`src/rtl/pattern_pkg.sv`:
```
// Shared constants, field offsets and load-FSM state type
// for the pattern buffer load controller.
package pattern_pkg;

   localparam int NO_FIELDS    = 22;
   localparam int NO_BUFS      = 8;
   localparam int BUFFER_WIDTH = 8;

   localparam logic [4:0] PDRIVE  = 5'd0;
   localparam logic [4:0] NDRIVE  = 5'd1;
   localparam logic [4:0] PSLEW   = 5'd2;
   localparam logic [4:0] NSLEW   = 5'd3;
   localparam logic [4:0] PTERM   = 5'd4;
   localparam logic [4:0] NTERM   = 5'd5;
   localparam logic [4:0] PVREF   = 5'd6;
   localparam logic [4:0] NVREF   = 5'd7;
   localparam logic [4:0] PDLY0   = 5'd8;
   localparam logic [4:0] PDLY1   = 5'd9;
   localparam logic [4:0] PDLY2   = 5'd10;
   localparam logic [4:0] NDLY0   = 5'd11;
   localparam logic [4:0] NDLY1   = 5'd12;
   localparam logic [4:0] NDLY2   = 5'd13;
   localparam logic [4:0] PTWEAK0 = 5'd14;
   localparam logic [4:0] PTWEAK1 = 5'd15;
   localparam logic [4:0] PTWEAK2 = 5'd16;
   localparam logic [4:0] PTWEAK3 = 5'd17;
   localparam logic [4:0] NTWEAK0 = 5'd18;
   localparam logic [4:0] NTWEAK1 = 5'd19;
   localparam logic [4:0] NTWEAK2 = 5'd20;
   localparam logic [4:0] NTWEAK3 = 5'd21;

   typedef enum logic [1:0] {
      S_IDLE  = 2'd0,
      S_BURST = 2'd1,
      S_DONE  = 2'd2
   } load_state_e;

endpackage

```
`src/rtl/pattern_load_ctrl_if.sv`:
```
// Core-write, bulk-load and pattern-buffer write-port bundle.
// master: requester/consumer side; slave: pattern_load_ctrl.
interface pattern_load_if #(
   parameter int BW = 8
);
   logic          p_req;
   logic [2:0]    p_buf;
   logic [4:0]    p_field;
   logic [BW-1:0] p_data;
   logic          p_gnt;
   logic          b_start;
   logic [2:0]    b_buf;
   logic [BW-1:0] b_data;
   logic          b_valid;
   logic          b_ready;
   logic          b_busy;
   logic          b_done;
   logic [BW-1:0] checksum;
   logic [2:0]    bufp_out;
   logic [4:0]    fieldwp_out;
   logic [BW-1:0] field_in_out;
   logic          field_write_out;

   modport master (
      output p_req, p_buf, p_field, p_data,
      output b_start, b_buf, b_data, b_valid,
      input  p_gnt, b_ready, b_busy, b_done,
      input  checksum, bufp_out, fieldwp_out,
      input  field_in_out, field_write_out
   );

   modport slave (
      input  p_req, p_buf, p_field, p_data,
      input  b_start, b_buf, b_data, b_valid,
      output p_gnt, b_ready, b_busy, b_done,
      output checksum, bufp_out, fieldwp_out,
      output field_in_out, field_write_out
   );

endinterface

```
`src/rtl/load_arb2.sv`:
```
// Two-way round-robin arbiter. req[0]=bulk, req[1]=core.
// last=1: core served last, so bulk wins a conflict. gnt one-hot.
module load_arb2 (
   input  logic [1:0] req,
   input  logic       last,
   output logic [1:0] gnt
);

   always_comb begin
      gnt    = 2'b00;
      gnt[0] = req[0] & (~req[1] | last);
      gnt[1] = req[1] & (~req[0] | ~last);
   end

endmodule

```
`src/rtl/pattern_load_ctrl.sv`:
```
// Pattern buffer load controller: merges core single writes and
// bulk bursts onto one registered pattern-buffer write port.
// Ports: clk, reset (async, active high), bus (pattern_load_if.slave).
// Optional macro LOAD_CHECKSUM_EN: running XOR of burst bytes.
module pattern_load_ctrl
   import pattern_pkg::*;
#(
   parameter int buffer_width = BUFFER_WIDTH,
   parameter int no_fields    = NO_FIELDS,
   parameter int no_bufs      = NO_BUFS
) (
   input  logic clk,
   input  logic reset,
   pattern_load_if.slave bus
);

   localparam int BUF_W = $clog2(no_bufs);
   localparam logic [4:0] FIELD_LIM = 5'(no_fields);
   localparam logic [4:0] LAST_CNT  = 5'(no_fields - 1);

   load_state_e state_q, state_d;
   logic [4:0]       cnt_q, cnt_d;
   logic [BUF_W-1:0] buf_q, buf_d;
   logic             last_core_q, last_core_d;

   logic [2:0]              bufp_q, bufp_d;
   logic [4:0]              fwp_q, fwp_d;
   logic [buffer_width-1:0] fin_q, fin_d;
   logic                    we_q, we_d;

   logic [1:0] arb_req;
   logic [1:0] arb_gnt;
   logic       core_gnt;
   logic       bulk_acc;

   assign arb_req = {bus.p_req, bus.b_valid};

   load_arb2 u_arb (
      .req  (arb_req),
      .last (last_core_q),
      .gnt  (arb_gnt)
   );

   always_comb begin
      state_d     = state_q;
      cnt_d       = cnt_q;
      buf_d       = buf_q;
      last_core_d = last_core_q;
      core_gnt    = 1'b0;
      bulk_acc    = 1'b0;
      unique case (state_q)
         S_IDLE: begin
            if (bus.b_start) begin
               state_d = S_BURST;
               buf_d   = bus.b_buf;
               cnt_d   = '0;
            end else begin
               core_gnt = bus.p_req;
            end
         end
         S_BURST: begin
            core_gnt = arb_gnt[1];
            bulk_acc = arb_gnt[0];
            if (bulk_acc) begin
               // hold at the last index, never wrap
               if (cnt_q == LAST_CNT)
                  state_d = S_DONE;
               else
                  cnt_d = cnt_q + 5'd1;
            end
         end
         S_DONE: begin
            core_gnt = bus.p_req;
            state_d  = S_IDLE;
         end
         default: state_d = S_IDLE;
      endcase
      if (core_gnt)
         last_core_d = 1'b1;
      else if (bulk_acc)
         last_core_d = 1'b0;
   end

   always_comb begin
      bufp_d = bufp_q;
      fwp_d  = fwp_q;
      fin_d  = fin_q;
      we_d   = 1'b0;
      if (bulk_acc) begin
         bufp_d = buf_q;
         fwp_d  = cnt_q;
         fin_d  = bus.b_data;
         we_d   = 1'b1;
      end else if (core_gnt && bus.p_field < FIELD_LIM) begin
         // out-of-range fields are granted but dropped
         bufp_d = bus.p_buf;
         fwp_d  = bus.p_field;
         fin_d  = bus.p_data;
         we_d   = 1'b1;
      end
   end

   always_ff @(posedge clk or posedge reset) begin
      if (reset) begin
         state_q     <= S_IDLE;
         cnt_q       <= '0;
         buf_q       <= '0;
         last_core_q <= 1'b1;
         bufp_q      <= '0;
         fwp_q       <= '0;
         fin_q       <= '0;
         we_q        <= 1'b0;
      end else begin
         state_q     <= state_d;
         cnt_q       <= cnt_d;
         buf_q       <= buf_d;
         last_core_q <= last_core_d;
         bufp_q      <= bufp_d;
         fwp_q       <= fwp_d;
         fin_q       <= fin_d;
         we_q        <= we_d;
      end
   end

`ifdef LOAD_CHECKSUM_EN
   logic [buffer_width-1:0] sum_q, sum_d;

   always_comb begin
      sum_d = sum_q;
      if (state_q == S_IDLE && bus.b_start)
         sum_d = '0;
      else if (bulk_acc)
         sum_d = sum_q ^ bus.b_data;
   end

   always_ff @(posedge clk or posedge reset) begin
      if (reset)
         sum_q <= '0;
      else
         sum_q <= sum_d;
   end

   assign bus.checksum = sum_q;
`else
   assign bus.checksum = '0;
`endif

   // grant is combinational, so mask it while reset is held
   assign bus.p_gnt   = core_gnt & ~reset;
   assign bus.b_ready = (state_q == S_BURST) & ~core_gnt;
   assign bus.b_busy  = (state_q == S_BURST);
   assign bus.b_done  = (state_q == S_DONE);

   assign bus.bufp_out        = bufp_q;
   assign bus.fieldwp_out     = fwp_q;
   assign bus.field_in_out    = fin_q;
   assign bus.field_write_out = we_q;

endmodule

```
`src/flat_wrapper.sv`:
```
// flat-port wrapper written by rule: the top's interface ports become plain ports
module pattern_load_ctrl_flat import pattern_pkg::*;
#(
   parameter int buffer_width = BUFFER_WIDTH,
   parameter int no_fields    = NO_FIELDS,
   parameter int no_bufs      = NO_BUFS
)
  (clk, reset, bus_p_req, bus_p_buf, bus_p_field, bus_p_data, bus_b_start, bus_b_buf, bus_b_data, bus_b_valid, bus_p_gnt, bus_b_ready, bus_b_busy, bus_b_done, bus_checksum, bus_bufp_out, bus_fieldwp_out, bus_field_in_out, bus_field_write_out);
  pattern_load_if #(.BW(8)) bus_i ();
  input  logic clk;
  input  logic reset;
  input wire logic [$bits(bus_i.p_req)-1:0] bus_p_req;
  input wire logic [$bits(bus_i.p_buf)-1:0] bus_p_buf;
  input wire logic [$bits(bus_i.p_field)-1:0] bus_p_field;
  input wire logic [$bits(bus_i.p_data)-1:0] bus_p_data;
  input wire logic [$bits(bus_i.b_start)-1:0] bus_b_start;
  input wire logic [$bits(bus_i.b_buf)-1:0] bus_b_buf;
  input wire logic [$bits(bus_i.b_data)-1:0] bus_b_data;
  input wire logic [$bits(bus_i.b_valid)-1:0] bus_b_valid;
  output wire logic [$bits(bus_i.p_gnt)-1:0] bus_p_gnt;
  output wire logic [$bits(bus_i.b_ready)-1:0] bus_b_ready;
  output wire logic [$bits(bus_i.b_busy)-1:0] bus_b_busy;
  output wire logic [$bits(bus_i.b_done)-1:0] bus_b_done;
  output wire logic [$bits(bus_i.checksum)-1:0] bus_checksum;
  output wire logic [$bits(bus_i.bufp_out)-1:0] bus_bufp_out;
  output wire logic [$bits(bus_i.fieldwp_out)-1:0] bus_fieldwp_out;
  output wire logic [$bits(bus_i.field_in_out)-1:0] bus_field_in_out;
  output wire logic [$bits(bus_i.field_write_out)-1:0] bus_field_write_out;
  assign bus_i.p_req = bus_p_req;
  assign bus_i.p_buf = bus_p_buf;
  assign bus_i.p_field = bus_p_field;
  assign bus_i.p_data = bus_p_data;
  assign bus_i.b_start = bus_b_start;
  assign bus_i.b_buf = bus_b_buf;
  assign bus_i.b_data = bus_b_data;
  assign bus_i.b_valid = bus_b_valid;
  assign bus_p_gnt = bus_i.p_gnt;
  assign bus_b_ready = bus_i.b_ready;
  assign bus_b_busy = bus_i.b_busy;
  assign bus_b_done = bus_i.b_done;
  assign bus_checksum = bus_i.checksum;
  assign bus_bufp_out = bus_i.bufp_out;
  assign bus_fieldwp_out = bus_i.fieldwp_out;
  assign bus_field_in_out = bus_i.field_in_out;
  assign bus_field_write_out = bus_i.field_write_out;
  pattern_load_ctrl #(.buffer_width(buffer_width), .no_fields(no_fields), .no_bufs(no_bufs)) u_core (.clk(clk), .reset(reset), .bus(bus_i));
endmodule
```
`config.mk`:
```
export PLATFORM = sky130hd
export DESIGN_NAME = pattern_load_ctrl_flat
export DESIGN_NICKNAME = d
export VERILOG_FILES = /design/src/rtl/pattern_pkg.sv /design/src/rtl/pattern_load_ctrl_if.sv /design/src/rtl/load_arb2.sv /design/src/rtl/pattern_load_ctrl.sv /design/src/flat_wrapper.sv
export SDC_FILE = /design/constraint.sdc
export NUM_CORES = 1
export LEC_CHECK = 0
export BUFFER_PORTS_ARGS = -buffer_cell sky130_fd_sc_hd__buf_4
export CORE_ASPECT_RATIO = 0.6
export CORE_MARGIN = 1
export CORE_UTILIZATION = 44
export DETAILED_ROUTE_END_ITERATION = 16
export GPL_ROUTABILITY_DRIVEN = 0
export PLACE_DENSITY = 0.83
export SYNTH_ARGS = -nofsm -noshare
export SYNTH_HDL_FRONTEND = slang
export SYNTH_SLANG_ARGS = --single-unit
```
`constraint.sdc`:
```
create_clock -name clk -period 1.4 [get_ports clk]
set_input_delay 0.28 -clock clk [delete_from_list [all_inputs] [get_ports clk]]
set_output_delay 0.28 -clock clk [all_outputs]
set_load 0.01 [all_outputs]
```
======== Word level (Yosys, flattened, before mapping) ========
Cells that the tools add are included.
storage, ports and cells
  logic and storage cells ................. 57
  register bits after elaboration ......... 28
  bits of input ports ..................... 32
  output and inout bits ................... 29
cells by class
  $lt $le $gt $ge ......................... 1
  reduce and logical (&&, ||, !) cells .... 8
  mux-type cells .......................... 21
  bitwise gates (word level) .............. 11
  $add $sub $neg .......................... 1
  equality and inequality tests ........... 7
operators with widths
  cell                 count
  $mux 5               5
  $mux 8               2
  $pmux 5 s2           1
  $mux 1               6
  $mux 2               3
  $mux 3               2
  $reduce_bool 2->1    3
  $add 5x1->5 const B  1
  $eq 5x5->1 const B   1
  $lt 5x5->1 const B   1
  $not 1->1            5
  $and 1x1->1          4
  $ne 2x1->1 const B   2
  $ne 2x2->1 const B   2
  $pmux 2 s2           1
  $reduce_and 4->1     1
  $pmux 1 s3           1
  $reduce_and 3->1     1
  $eq 2x1->1 const B   1
  $eq 2x2->1 const B   1
  $logic_not 2->1      1
  $or 1x1->1           2
  $reduce_and 2->1     1
  $logic_and 1x1->1    1

======== Depth between registers and ports, before layout ========
  depth in word-level cells ............... 7
  depth in mapped cells ................... 6
  mapped depth without buffers ............ 6

======== By module ========
From an unflattened synthesis, not the netlist that was laid out.
second synthesis, totals
  cell total of the unflattened synthesis .. 163
  area total of the unflattened synthesis .. 1521.5 um^2
modules (own cells, without submodules)
  module             area an instance (um^2)  sequential area each (um^2)  cells each  times used
  pattern_load_ctrl  1502.7                   701.9                        160         1
  load_arb2          18.8                     0.0                          3           1

======== Worst setup path after synthesis ========
No wires, ideal clock.
  path type ............................... reg-to-reg
  start ................................... reg u_core.state_q[1]
  end ..................................... reg u_core.fwp_q[0], in the netlist u_core.bus.fieldwp_out[0]
  setup time .............................. 126 ps
  clock period less this slack ............ 1640 ps
  stages on the path, launching flop included .. 5
  path buffers ............................ 0
  arrival ................................. 1514 ps
  setup slack ............................. -240 ps
  data required time ...................... 1274 ps
  path through ............................ dfrtp_1 > nor2b_2 > a2bb2oi_2 > or3_4 > a311o_1
on the way
  word-level cells in the longest chain between the ends .. 4
  elaborated cells between the ends (all ways) .. 8
  classes of those cells .................. 2 x eq/ne; 3 x mux; 3 x reduce/logical
ends and longest elaborated chain
  what                         RTL line                  source
  from (decl)                  pattern_load_ctrl.sv:21   load_state_e state_q, state_d;
  from (signal assigned)       pattern_load_ctrl.sv:114  state_q <= state_d;
  $eq 2x1->1 (*)               -
  named net bus_b_busy         flat_wrapper.sv:22        output wire logic [$bits(bus_i.b_busy)-1:0] bus_b_busy;
  $pmux 1 s3                   pattern_load_ctrl.sv:51   unique case (state_q)
  $logic_and 1x1->1            pattern_load_ctrl.sv:94   end else if (core_gnt && bus.p_field < FIELD_LIM) begin
  $reduce_bool 2->1 (no line)  -
  to (signal assigned)         pattern_load_ctrl.sv:119  fwp_q <= fwp_d;
  to (decl)                    pattern_load_ctrl.sv:27   logic [4:0] fwp_q, fwp_d;
Mark *: on every way through the listed nets, which the timed path passes. The rest lies on a longest branch.
A chain may end at the register's enable or synchronous reset.

======== Final worst setup path ========
  start ................................... reg u_core.last_core_q
  end ..................................... out bus_p_gnt
on the way
  word-level cells in the longest chain between the ends .. 5
ends and longest elaborated chain
  what                    RTL line                  source
  from (decl)             pattern_load_ctrl.sv:24   logic last_core_q, last_core_d;
  from (signal assigned)  pattern_load_ctrl.sv:117  last_core_q <= last_core_d;
  $not 1->1               load_arb2.sv:12           gnt[1] = req[1] & (~req[0] | ~last);
  $or 1x1->1              load_arb2.sv:12
  $and 1x1->1             load_arb2.sv:12
  $pmux 1 s3              pattern_load_ctrl.sv:51
  $and 1x1->1             pattern_load_ctrl.sv:149  assign bus.p_gnt = core_gnt & ~reset;
  to (decl)               flat_wrapper.sv:20        output wire logic [$bits(bus_i.p_gnt)-1:0] bus_p_gnt;
No other way between the ends.

==> impl_metrics.json <==
{
  "skew_ns": 0.00565,
  "slowest_stage": "dfstp_2",
  "rsz0062_at_grt": "yes",
  "path_class": "flop to output pin",
  "cp_top_family": "flip-flops",
  "first_global_vias": 1611,
  "fin_ws_ns": -0.253,
  "cpPeakStageDelay_ns": 0.59,
  "p_per_area_mw_per_mm2": 1930,
  "r2r.worst_path.cells": 5,
  "path_max_fanout": 3,
  "initial_core_util": 0.471,
  "cap_violations": 0,
  "ant_nets": 0,
  "core_area_mm2": 0.00334,
  "layout_common_cells": "85 x buf_4, 31 x nand2_1, 26 x dfrtp_1, 15 x o211ai_1, 13 x nand4b_1",
  "stdcell_count": 303,
  "fp-row-count": 16,
  "hold_viol": 0,
  "setup_viol": 26,
  "cellLeakagePower_nw": 1.22,
  "cts_tree": "built",
  "final_area_mm2": 0.00255,
  "synth_seq_area_share": 0.446,
  "yosysUniqueCellTypes": 37,
  "drc": 0,
  "arrival_ns": 1.37,
  "post_drt_wl_per_cell_um": 19.3,
  "max_freq_mhz": 605,
  "min_path_type": "primary input to async pin",
  "cts_root_buffer": "clkbuf_8",
  "area_growth_pct": 62.2,
  "postSynthCellCount": 170,
  "final_layout_size_suffix_gt1_frac": 0.481,
  "cts.clk_slew.worst_paths_ns": 0.10,
  "synth_top_area_frac": 0.429,
  "ys_seq_elements": 28,
  "cts.htree.levels": 1,
  "grt_pass1_wl_mm": 7.69,
  "grt_max_degree": 29,
  "end_kind": "output pin",
  "place_area_mm2": 0.00222,
  "drt-initial-drc-count": 175,
  "dieWidth_um": 79.2,
  "final_common_cell": "buf_4",
  "clk_latency_ns": 0.29,
  "hpwlAfterDp_mm": 3.32,
  "finalCritPeriodShare": 1.18,
  "synth_largest_area_cell": "dfrtp_1",
  "drv_slew": 0,
  "syn_area_mm2": 0.00157,
  "globalRouteOverflowTotal": 0,
  "io_buffers": 52,
  "antenna_found_initial": 0,
  "vdd_ir_drop_max_uv": 1060,
  "yosysWarnings": 0,
  "cts_inserted_buffers": 3,
  "fin_nets": 293,
  "grt.total_usage": 0.263,
  "wl_mm": 5.86,
  "dieArea_mm2": 0.00383,
  "area.sequential_um2": 703,
  "place_inst": 284,
  "finalPower_w": 0.00493,
  "dr.pass1.iters": 5,
  "worst-path-stages": 5,
  "status": "finished with violations",
  "ioPinCount": 61,
  "path_buf_inv": 1,
  "syn_area_per_cell_um2": 9.26,
  "fillCellCount": 204,
  "fin_crit_ns": 1.65,
  "violations": "negative setup slack",
  "vias_per_cell": 5.95,
  "cts_sinks": 28,
  "fp.dieH_um": 48.3,
  "crit_path_start_kind": "flop",
  "place_ws_ns": -0.171,
  "n_antenna_cell": 0,
  "cts_buffer_depth": 2,
  "multi_input_area_um2": 888,
  "required_ns": 1.12,
  "vias": 1802,
  "crit_path_cell_trace": "nand2_4 -> o2bb2ai_2 -> nand2_1 -> nor2_1 -> buf_4",
  "synthTopCellsByArea": "dfrtp_1 43%, nand2_1 7.9%, nand4b_1 7.2%"
}
-- layer usage --
metal / part of all wire / global-route usage / wire length (um)
met1: 0.39 / 0.356 / 2260
met2: 0.46 / 0.434 / 2700
met3: 0.10 / 0.0585 / 605
met4: 0.049 / 0.0576 / 286
met5: 0 / 0 / 0
-- worst register-to-register path: stages, from the launching register on --
cell      delay, ns
dfrtp_1        0.42
ha_2           0.19
nand4b_1       0.17
nand4_1        0.20
or4_1          0.49
nand3_1        0.11
-- stage by stage --
step / util / TNS (ns) / hold slack [ns]
final: 0.764 / -3.90 / 0.0590
after global routing: 0.764 / -4.98 / 0.0830
after CTS: 0.721 / -2.62 / 0.0726
after detailed placement: 0.664 / -1.96 / 0.385
after global placement: 0.664 / -1.56 / 0.375
after floorplan: - / -0.252 / 0.345
-- area by class of cell --
| cell class | count | share of cell area |
|---|---|---|
| multi-input cells | 123 | 0.348 |
| inverters | 8 | 0.0118 |
| clock inverters | 1 | 0.0118 |
| repair buffers | 95 | 0.315 |
| flip-flops and latches | 28 | 0.275 |
| clock buffers | 3 | 0.0162 |
| well taps | 45 | 0.0220 |
-- where the power goes --
group          internal (W)  leakage (nW)  switching [W]
Sequential          0.00119         0.334       0.000263
Clock              0.000384        0.0357       0.000278
Combinational       0.00150         0.851        0.00131
-- registers in the layout (all words and copies together), names as in the netlist --
name                        count
u_core.bus.bufp_out             3
u_core.cnt_q                    5
u_core.bus.field_write_out      1
u_core.bus.field_in_out         8
u_core.buf_q                    3
u_core.last_core_q              1
u_core.state_q                  2
u_core.bus.fieldwp_out          5
-- what timing repair did --
action                     in CTS  in global routing
hold buffers                    0                  0
pin swaps                      20                 13
buffers inserted               15                  6
cloned                          0                  3
gates resized for setup        14                 17
setup endpoints to repair      27                 29
-- path summary, 6_finish.rpt --
| check | from | endpoint | slack, ns |
|---|---|---|---|
| max | u_core.last_core_q | bus_p_gnt | -0.25 |
| max in group asynchronous | reset | u_core.last_core_q | 1.04 |
| min | reset | u_core.state_q[0] | 0.06 |
| max reg2reg | u_core.cnt_q[0] | u_core.cnt_q[3] | -0.23 |
| min reg2reg | u_core.last_core_q | u_core.last_core_q | 0.53 |
| min in group clk | bus_b_buf[0] | u_core.buf_q[0] | 0.22 |
-- kinds of logic after synthesis --
family          count (synthesis)  synth area share
fa+ha+maj                       2            0.0159
compound gates                 29             0.153
simple gates                   81             0.277
mux                             3            0.0215
other cells                     1           0.00238
flops                          28             0.446
buf+inv                        26            0.0843
-- synth_stat cells --
library cell / number
nand2_1: 33
dfrtp_1: 27
o211ai_1: 15
nand4b_1: 13
buf_4: 8
inv_1: 8
nor2_1: 8
clkbuf_1: 6
nand3_1: 6
buf_2: 4
a311o_1: 3
mux2_2: 3
nand2b_1: 3
nor4_1: 3
and2_1: 2
ha_1: 2
nand4_1: 2
nor2b_1: 2
nor3_1: 2
o311ai_0: 2
or4_1: 2
a21boi_0: 1
a21o_1: 1
a2bb2oi_2: 1
a31oi_1: 1
and2_0: 1
and3_1: 1
conb_1: 1
dfstp_2: 1
nor2b_2: 1
o21a_1: 1
o221a_2: 1
o22a_1: 1
o2bb2ai_1: 1
o31ai_1: 1
or3_1: 1
or3_4: 1
Power figures use the tool's default switching activity.
